`config.mk`:
```
export PLATFORM = sky130hd
export DESIGN_NAME = dct8_coeff_reorder_flat
export DESIGN_NICKNAME = d
export VERILOG_FILES = /design/src/rtl/dct8_coeff_reorder_if.sv /design/src/rtl/dct8_coeff_reorder.sv /design/src/flat_wrapper.sv
export SDC_FILE = /design/constraint.sdc
export NUM_CORES = 1
export LEC_CHECK = 0
export BUFFER_PORTS_ARGS = -buffer_cell sky130_fd_sc_hd__clkbuf_2
export CAP_MARGIN = 10
export CELL_PAD_IN_SITES_DETAIL_PLACEMENT = 1
export CELL_PAD_IN_SITES_GLOBAL_PLACEMENT = 2
export CORE_MARGIN = 2
export CORE_UTILIZATION = 34
export CTS_BUF_LIST = sky130_fd_sc_hd__clkbuf_16
export CTS_CLUSTER_DIAMETER = 60
export DETAILED_ROUTE_END_ITERATION = 6
export GPL_TIMING_DRIVEN = 0
export PLACE_DENSITY = 0.68
export SYNTH_ARGS = -nofsm -noshare
export SYNTH_HDL_FRONTEND = slang
export SYNTH_SLANG_ARGS = --single-unit
```
`constraint.sdc`:
```
create_clock -name clk -period 5 [get_ports clk]
set_input_delay 0.5 -clock clk [delete_from_list [all_inputs] [get_ports clk]]
set_output_delay 0.5 -clock clk [all_outputs]
set_load 0.02 [all_outputs]
```
`src/rtl/dct8_coeff_reorder_if.sv`:
```
// Bus bundle for dct8_coeff_reorder.
//   Capture side : coeff_in / valid_in / index_in (no backpressure)
//   Replay side  : data_out / valid_out / ready_in / index_out / last_out
//   Status       : dup_err, ovf_err (1-cycle pulses)
// Modports: slave = the reorder block, master = the producer/consumer around it.
interface dct8_coeff_reorder_if #(
  parameter int unsigned IN_W   = 18,
  parameter int unsigned DATA_W = 12
);
  logic [IN_W-1:0]   coeff_in;
  logic              valid_in;
  logic [2:0]        index_in;
  logic [DATA_W-1:0] data_out;
  logic              valid_out;
  logic              ready_in;
  logic [2:0]        index_out;
  logic              last_out;
  logic              dup_err;
  logic              ovf_err;

  modport slave (
    input  coeff_in, valid_in, index_in, ready_in,
    output data_out, valid_out, index_out, last_out, dup_err, ovf_err
  );

  modport master (
    output coeff_in, valid_in, index_in, ready_in,
    input  data_out, valid_out, index_out, last_out, dup_err, ovf_err
  );
endinterface

```
`src/rtl/dct8_coeff_reorder.sv`:
```
// dct8_coeff_reorder: captures an 8-coefficient block arriving in any index
// order into a ping-pong pair of banks, then replays each complete block in
// natural order 0..7 over a valid/ready handshake, narrowed to DATA_W.
// Ports:
//   clk  - rising-edge clock
//   rst  - synchronous active-high reset
//   bus  - dct8_coeff_reorder_if.slave (capture stream, replay stream, error pulses)
// Configuration macro:
//   DCT8_REORDER_SAT_EN - defined: signed saturation to DATA_W; undefined: truncation.
module dct8_coeff_reorder #(
  parameter int unsigned IN_W   = 18,
  parameter int unsigned DATA_W = 12
) (
  input  logic                 clk,
  input  logic                 rst,
  dct8_coeff_reorder_if.slave  bus
);
  localparam int unsigned DEPTH = 8;
  localparam int unsigned IDX_W = 3;

  localparam logic [0:0] IDLE  = 1'b0;
  localparam logic [0:0] DRAIN = 1'b1;

  logic [DATA_W-1:0] mem [2][DEPTH];
  logic [DEPTH-1:0]  mask [2];
  logic [1:0]        full, full_nx;
  logic              fill_ptr;
  logic              dr_ptr, dr_nx;
  logic [0:0]        state, state_nx;
  logic [IDX_W-1:0]  rd_idx, rd_nx;
  logic              release_c;

  logic              wr_en, complete, dup, ovf;
  logic [DEPTH-1:0]  wr_mask;

  logic              valid_q, valid_nx;
  logic [DATA_W-1:0] data_q, data_nx;
  logic [IDX_W-1:0]  index_q, index_nx;
  logic              last_q, last_nx;
  logic              dup_q, ovf_q;

  // Narrow an incoming coefficient to the replay width.
  function automatic logic [DATA_W-1:0] narrow(input logic [IN_W-1:0] x);
`ifdef DCT8_REORDER_SAT_EN
    // In range when every bit above the result sign bit matches it.
    if (x[IN_W-1:DATA_W-1] == {(IN_W-DATA_W+1){x[IN_W-1]}})
      return x[DATA_W-1:0];
    else if (x[IN_W-1])
      return {1'b1, {(DATA_W-1){1'b0}}};
    else
      return {1'b0, {(DATA_W-1){1'b1}}};
`else
    return x[DATA_W-1:0];
`endif
  endfunction

`ifndef DCT8_REORDER_SAT_EN
  logic unused_coeff_hi;
  assign unused_coeff_hi = ^bus.coeff_in[IN_W-1:DATA_W];
`endif

  // Capture side: a full fill bank drops the sample, a repeated index overwrites.
  always_comb begin
    wr_en    = bus.valid_in & ~full[fill_ptr];
    ovf      = bus.valid_in &  full[fill_ptr];
    wr_mask  = mask[fill_ptr] | (DEPTH'(1) << bus.index_in);
    dup      = wr_en & mask[fill_ptr][bus.index_in];
    complete = wr_en & (wr_mask == {DEPTH{1'b1}});
  end

  // Bank full flags: the drain releases its bank, a completing write claims the fill bank.
  always_comb begin
    full_nx = full;
    if (release_c) full_nx[dr_ptr]   = 1'b0;
    if (complete)  full_nx[fill_ptr] = 1'b1;
  end

  // Coefficient storage (contents are qualified by mask/full, so no reset).
  always_ff @(posedge clk) begin
    if (wr_en) mem[fill_ptr][bus.index_in] <= narrow(bus.coeff_in);
  end

  // Fill-side bookkeeping and error pulses.
  always_ff @(posedge clk) begin
    if (rst) begin
      mask[0]  <= '0;
      mask[1]  <= '0;
      full     <= '0;
      fill_ptr <= 1'b0;
      dup_q    <= 1'b0;
      ovf_q    <= 1'b0;
    end else begin
      dup_q <= dup;
      ovf_q <= ovf;
      full  <= full_nx;
      if (wr_en) mask[fill_ptr] <= complete ? '0 : wr_mask;
      if (complete) fill_ptr <= ~fill_ptr;
    end
  end

  // Drain FSM next-state and next-output logic.
  always_comb begin
    state_nx  = state;
    rd_nx     = rd_idx;
    dr_nx     = dr_ptr;
    release_c = 1'b0;
    valid_nx  = valid_q;
    data_nx   = data_q;
    index_nx  = index_q;
    last_nx   = last_q;
    case (state)
      IDLE: begin
        valid_nx = 1'b0;
        last_nx  = 1'b0;
        if (full[dr_ptr]) begin
          state_nx = DRAIN;
          rd_nx    = '0;
          valid_nx = 1'b1;
          data_nx  = mem[dr_ptr][0];
          index_nx = '0;
        end
      end
      DRAIN: begin
        if (bus.ready_in) begin
          if (rd_idx == IDX_W'(DEPTH-1)) begin
            release_c = 1'b1;
            dr_nx     = ~dr_ptr;
            last_nx   = 1'b0;
            if (full[~dr_ptr]) begin
              // Other bank already waiting: continue with no bubble.
              rd_nx    = '0;
              data_nx  = mem[~dr_ptr][0];
              index_nx = '0;
            end else begin
              state_nx = IDLE;
              valid_nx = 1'b0;
            end
          end else begin
            rd_nx    = IDX_W'(rd_idx + IDX_W'(1));
            data_nx  = mem[dr_ptr][rd_nx];
            index_nx = rd_nx;
            last_nx  = (rd_nx == IDX_W'(DEPTH-1));
          end
        end
      end
      default: state_nx = IDLE;
    endcase
  end

  // Drain FSM state and registered replay outputs.
  always_ff @(posedge clk) begin
    if (rst) begin
      state   <= IDLE;
      rd_idx  <= '0;
      dr_ptr  <= 1'b0;
      valid_q <= 1'b0;
      data_q  <= '0;
      index_q <= '0;
      last_q  <= 1'b0;
    end else begin
      state   <= state_nx;
      rd_idx  <= rd_nx;
      dr_ptr  <= dr_nx;
      valid_q <= valid_nx;
      data_q  <= data_nx;
      index_q <= index_nx;
      last_q  <= last_nx;
    end
  end

  assign bus.valid_out = valid_q;
  assign bus.data_out  = data_q;
  assign bus.index_out = index_q;
  assign bus.last_out  = last_q;
  assign bus.dup_err   = dup_q;
  assign bus.ovf_err   = ovf_q;
endmodule

```
`src/flat_wrapper.sv`:
```
// flat-port wrapper written by rule: the top's interface ports become plain ports
module dct8_coeff_reorder_flat 
#(
  parameter int unsigned IN_W   = 18,
  parameter int unsigned DATA_W = 12
)
  (clk, rst, bus_coeff_in, bus_valid_in, bus_index_in, bus_ready_in, bus_data_out, bus_valid_out, bus_index_out, bus_last_out, bus_dup_err, bus_ovf_err);
  dct8_coeff_reorder_if #(.IN_W(IN_W), .DATA_W(DATA_W)) bus_i ();
  input  logic clk;
  input  logic rst;
  input wire logic [$bits(bus_i.coeff_in)-1:0] bus_coeff_in;
  input wire logic [$bits(bus_i.valid_in)-1:0] bus_valid_in;
  input wire logic [$bits(bus_i.index_in)-1:0] bus_index_in;
  input wire logic [$bits(bus_i.ready_in)-1:0] bus_ready_in;
  output wire logic [$bits(bus_i.data_out)-1:0] bus_data_out;
  output wire logic [$bits(bus_i.valid_out)-1:0] bus_valid_out;
  output wire logic [$bits(bus_i.index_out)-1:0] bus_index_out;
  output wire logic [$bits(bus_i.last_out)-1:0] bus_last_out;
  output wire logic [$bits(bus_i.dup_err)-1:0] bus_dup_err;
  output wire logic [$bits(bus_i.ovf_err)-1:0] bus_ovf_err;
  assign bus_i.coeff_in = bus_coeff_in;
  assign bus_i.valid_in = bus_valid_in;
  assign bus_i.index_in = bus_index_in;
  assign bus_i.ready_in = bus_ready_in;
  assign bus_data_out = bus_i.data_out;
  assign bus_valid_out = bus_i.valid_out;
  assign bus_index_out = bus_i.index_out;
  assign bus_last_out = bus_i.last_out;
  assign bus_dup_err = bus_i.dup_err;
  assign bus_ovf_err = bus_i.ovf_err;
  dct8_coeff_reorder #(.IN_W(IN_W), .DATA_W(DATA_W)) u_core (.clk(clk), .rst(rst), .bus(bus_i));
endmodule
```
==> impl_metrics.ini, run 1 <==
[global_route]
grt_util_all_layers_pct = 17.70
antenna_found_initial = 0
grt_pass1_vias = 6513
grt_pass1_wl_microns = 40550
grt_remaining_overflow = 0
grt_max_degree = 17

[setup_path]
crit_end = u_core.bus.data_out[8]
slowest_stage = dfxtp_1
r2r_start = u_core.rd_idx[0]
critical_path_required_ns = 5.44
criticalPathCategory = register to register
end_kind = register
crit_path_start_kind = register
path_cells = clkbuf_1, inv_1, ha_1, clkbuf_1, buf_2, nor2_1, clkbuf_1, a211oi_1, a31oi_1, a311oi_1
critPathArrivalTime_ns = 4.13
cp_common_cell = clkbuf_1
worstPathMaxFanout = 10
cp_slowest_stage_delay_ns = 0.52
ff2ff_setup_slack_ns = 1.31
r2r_cells = 10
crit_start = u_core.rd_idx[0]
timing.rr.end = u_core.bus.data_out[8]

[cts]
ctsResizeCount = 0
cts_root_buffer = clkbuf_16
cts.path.max_buffers = 3
cts.sinks = 234
clk_latency_ns = 0.53
htreeDepth = 1
cts_buffers = 26
post_cts_buffers = 0
cts_hold_buf = 0
cts_tree = yes
clk_pin_slew_ns = 0.06

[floorplan]
start_util_pct = 34.49
die-area_sq_mm = 0.03050
fp.dieW_microns = 174.6
fp-row-count = 62
die_h_microns = 174.6
coreArea_sq_mm = 0.02870
io_pins = 44

[sta]
fmax_mhz = 270.8
hold_viol = 0
tightest_slew_ns = 0.9725
finalCriticalPeriod_ns = 3.693
whs_ns = 0.2807
rsz0062_at_grt = false
tns_ns = 0
slew_viol_final = 0
setup_violations = 0
slew_headroom_pct = 35.10
finalCritPeriodShare_pct = 73.85
clock_skew_ns = 0.009882

[yosys]
seq_area_frac_synth_pct = 68.35
synth_area_leaders = edfxtp_1 63%, mux2i_1 11%, dfxtp_1 5.3%
synth_top_area_cell = edfxtp_1
async_flop_share_pct = 0
synth.yosys.warnings = 0
yosysUniqueCellTypes = 46
ys_seq_elements = 234
synth_most_common_cell = edfxtp_1
synth_top_cell_area_share_pct = 63.09
ys_top_cells_by_count = 208 x edfxtp_1, 106 x mux2i_1, 57 x nor2_1, 29 x nor2b_1, 26 x dfxtp_1
ys.flop_type = edfxtp_1
syn_inst = 675
synth_enable_flop_cells = 208
syn-mean-instance-area_sq_um = 14.67
syn-num-nets = 703
syn_area_sq_mm = 0.009899

[drt]
drcViolationCount = 0
via_count = 6062
initialDrtViolationCount = 419
drtPass1Iterations = 4
avgRoutedWirePerCell_microns = 23.31
wl_microns = 26950
via_per_inst = 5.244
route.antenna.remaining_nets = 0

[status]
status = finished, final reports clean

[final_layout]
area_growth_pct = 16.92
n_antenna_cell = 0
drive_gt1_share_pct = 15.93
nNetsFinal = 780

[power]
power_density_mw_per_mm2 = 362.4
peakVddDrop_uv = 225.6
p_total_mw = 4.195
leakage_nw = 3.779

[worst_hold_path]
hp-class = input port to register

[flow_run]
cap_violations = 0

[place]
port_buffers = 35
globalplace.congestion = 0.7622
hpwl_microns = 18750
-- metrics by stage --
stage	std cells	cell area (sq um)	util, %	setup slack, ns
finish	1156	11570	40.33	1.307
global route	1156	11570	40.33	0.9375
CTS	1150	11510	40.09	1.315
detailed placement	1102	10650	37.10	1.332
global placement	1094	10560	36.77	1.383
floorplan	675	9899	-	2.467
-- worst max-delay path, delay by kind of cell, from the launching register on --
family          cells  cell delay, ns
simple gates        1            0.14
fa+ha+maj           1            0.32
compound gates      3            0.94
buf+inv             5            1.69
flops               1            0.52
-- area by class of cell --
class,count,area (sq um)
flip-flops and latches,234,6766
repair buffers,49,326.6
multi-input cells,396,2944
plain buffers,42,187.7
inverters,3,11.26
fillers,2967,17130
well taps,384,480.5
clock buffers,27,675.6
clock inverters,21,182.7
-- flip-flops by register name (all words and copies together), names as in the netlist, named ones only --
| signal | cells |
|---|---|
| u_core.bus.valid_out | 1 |
| u_core.bus.dup_err | 1 |
| u_core.bus.ovf_err | 1 |
| u_core.bus.data_out | 12 |
| u_core.rd_idx | 3 |
| u_core.bus.last_out | 1 |
| u_core.fill_ptr | 1 |
| u_core.full | 2 |
| u_core.mem | 192 |
| u_core.mask | 16 |
| u_core.state | 1 |
| u_core.dr_ptr | 1 |
-- power by group --
part / switching (mW) / internal [mW]
logic: 0.0822 / 0.0374
clock network: 0.770 / 1.13
registers: 0.0114 / 2.16
total: 0.864 / 3.33
-- layer usage --
metal	track usage (%)	vias up	part of all wire (%)
met5	0	-	0
met4	4.826	0	2.4
met1	23.94	3122	44
met3	2.459	44	4.5
li1	-	2777	-
met2	29.96	119	49
-- kinds of logic (layout without fill, tap and decap cells) --
group           Yosys count  count (layout)  synth area share [%]
fa+ha+maj                 3               3                0.3792
compound gates          104             104                 7.647
buf+inv                  45             142                 2.010
xor+xnor                  1               1               0.08849
simple gates            169             169                 8.721
mux                     119             119                 12.80
flops                   234             234                 68.35
-- worst min path at each step --
| stage | from | endpoint | slack, ns | cells past startpoint |
|---|---|---|---|---|
| 2_1_floorplan | u_core.bus.last_out | u_core.bus.last_out | 0.53 | 2 |
| 3_3_place_gp | u_core.bus.last_out | u_core.bus.last_out | 0.45 | 2 |
| 3_5_place_dp | u_core.bus.last_out | u_core.bus.last_out | 0.47 | 2 |
| 4_1_cts | bus_valid_in | u_core.bus.ovf_err | 0.27 | 2 |
| 5_1_grt | bus_valid_in | u_core.bus.ovf_err | 0.27 | 2 |
| 6_report | bus_valid_in | u_core.bus.ovf_err | 0.28 | 2 |
-- layout by cell type, fill, tap and decap left out, drive strengths merged, types with 13 or more instances in the layout --
cell	n
a211oi	23
nand3	20
nand2	23
dfxtp	26
a21oi	13
mux2i	106
edfxtp	208
buf	30
a22oi	24
nor2b	29
clkbuf	88
nor2	57
Power figures use the tool's default switching activity.
==> inputs of run 2 (changes only) <==
==> constraint.sdc (replaced) <==
create_clock -name clk -period 3.62 [get_ports clk]
set_input_delay 0.362 -clock clk [delete_from_list [all_inputs] [get_ports clk]]
set_output_delay 0.362 -clock clk [all_outputs]
set_load 0.02 [all_outputs]
==> run 2 against run 1 <==
Count of clock-buffer cells in the layout did not move. Core utilization rose by 0.065 points. Clock power rose by 39%. First-iteration DRC count rose by 4.5%. Worst setup slack got worse by 1.1 ns. Routed wire length rose by 0.15%. Worst hold slack got worse by 0.14 ns. Non-clock buffer count did not move. Register-to-register slack got worse by 1.1 ns. Die area did not move. Critical path type unchanged. Largest cell class unchanged. Highest routed layer unchanged.
==> impl_metrics.ini, run 2 (same netlist as run 1, synthesis figures left out) <==
[floorplan]
start_util_pct = 34.49
fp-row-count = 62
die-area_sq_mm = 0.03050
fp.dieW_microns = 174.6
coreArea_sq_mm = 0.02870
io_pins = 44
die_h_microns = 174.6

[final_layout]
final_common_cell = edfxtp_1
final_cell_area_sq_mm = 0.01159
drive_gt1_share_pct = 16.45
nFillCells = 2965
n_antenna_cell = 0
largest_reg_flops = 192
area_growth_pct = 17.11
fin_cells = 1156
layout_common_cells = 208 x edfxtp_1, 106 x mux2i_1, 53 x nor2_1
top_register = u_core.mem
nNetsFinal = 780

[sta]
tns_ns = 0
rsz0062_at_grt = false
finalCriticalPeriod_ns = 3.424
hold_viol = 0
finalCritPeriodShare_pct = 94.59
clock_skew_ns = 0.009075
slew_viol_final = 0
setup_slack_ns = 0.1957
setup_violations = 0
slew_headroom_pct = 33.94
fmax_mhz = 292.0
tightest_slew_ns = 0.9898

[place]
post_dp_cell_area_sq_mm = 0.01065
hpwl_microns = 18750
dp.cells = 1102
port_buffers = 35
globalplace.congestion = 0.7622
pre_cts_slack_ns = -0.04755

[global_route]
antenna_found_initial = 0
grt_pass1_wl_microns = 40550
grt_max_degree = 17
grt_pass1_vias = 6513
grt_remaining_overflow = 0
grt_util_all_layers_pct = 17.70

[setup_path]
worstPathMaxFanout = 10
criticalPathCategory = register to register
critPathArrivalTime_ns = 3.84
ff2ff_setup_slack_ns = 0.20
crit_path_start_kind = register
critical_path_required_ns = 4.04
end_kind = register

[cts]
cts_hold_buf = 0
cts_tree = yes
cts.sinks = 234
ctsResizeCount = 1
cts.path.max_buffers = 3
cts_buffers = 26
clk_pin_slew_ns = 0.06
cts_root_buffer = clkbuf_16
clk_latency_ns = 0.53
htreeDepth = 1
post_cts_buffers = 0

[power]
power_density_mw_per_mm2 = 500.4
peakVddDrop_uv = 313.5
leakage_nw = 3.787
p_total_mw = 5.802

[drt]
initialDrtViolationCount = 438
via_per_inst = 5.296
via_count = 6122
drcViolationCount = 0
route.antenna.remaining_nets = 0
wl_microns = 26990
avgRoutedWirePerCell_microns = 23.34
drtPass1Iterations = 4

[status]
status = finished, final reports clean

[flow_run]
cap_violations = 0

[worst_hold_path]
hp-class = input port to register
[run 2: worst paths after layout]
path                            cells past startpoint                 from                endpoint
worst max-delay path                               10     u_core.rd_idx[0]  u_core.bus.data_out[6]
worst min-delay path                                2         bus_valid_in      u_core.bus.ovf_err
worst max register to register                     10     u_core.rd_idx[0]  u_core.bus.data_out[6]
worst min register to register                      2  u_core.bus.last_out     u_core.bus.last_out
[run 2: power by group]
group | leakage (nW) | internal (mW) | switching, mW
clock | 0.436 | 1.57 | 1.07
sequential | 2.11 | 2.98 | 0.0157
combinational | 1.24 | 0.0516 | 0.114
total | 3.79 | 4.60 | 1.20
[run 2: final cells by class]
class,count,area (sq um),area share [%]
multi-input cells,396,2959,25.52
inverters,3,11.26,0.09713
repair buffers,49,326.6,2.817
flip-flops and latches,234,6766,58.36
clock inverters,21,182.7,1.576
plain buffers,42,191.4,1.651
well taps,384,480.5,4.144
clock buffers,27,675.6,5.828
[run 2: metal layers]
metal / track usage, % / vias up / part of all wire, %
met5: 0 / - / 0
met4: 4.826 / 0 / 2.4
met3: 2.459 / 43 / 3.3
met2: 29.96 / 109 / 48
met1: 23.94 / 3186 / 46
li1: - / 2784 / -
[run 2: critical path: stages (launching register included)]
cell      delay, ns
dfxtp_1        0.52
clkbuf_2       0.34
inv_1          0.14
ha_1           0.30
clkbuf_1       0.28
clkbuf_4       0.35
nor2b_1        0.51
a22oi_1        0.22
nand3_1        0.25
nand4_1        0.15
a22o_1         0.24
[run 2: stage by stage]
stage,util (%),hold slack (ns)
final,40.39,0.1403
after global routing,40.39,0.1356
after CTS,40.09,0.1271
after detailed placement,37.10,0.4728
after global placement,36.77,0.4522
after floorplan,-,0.4609
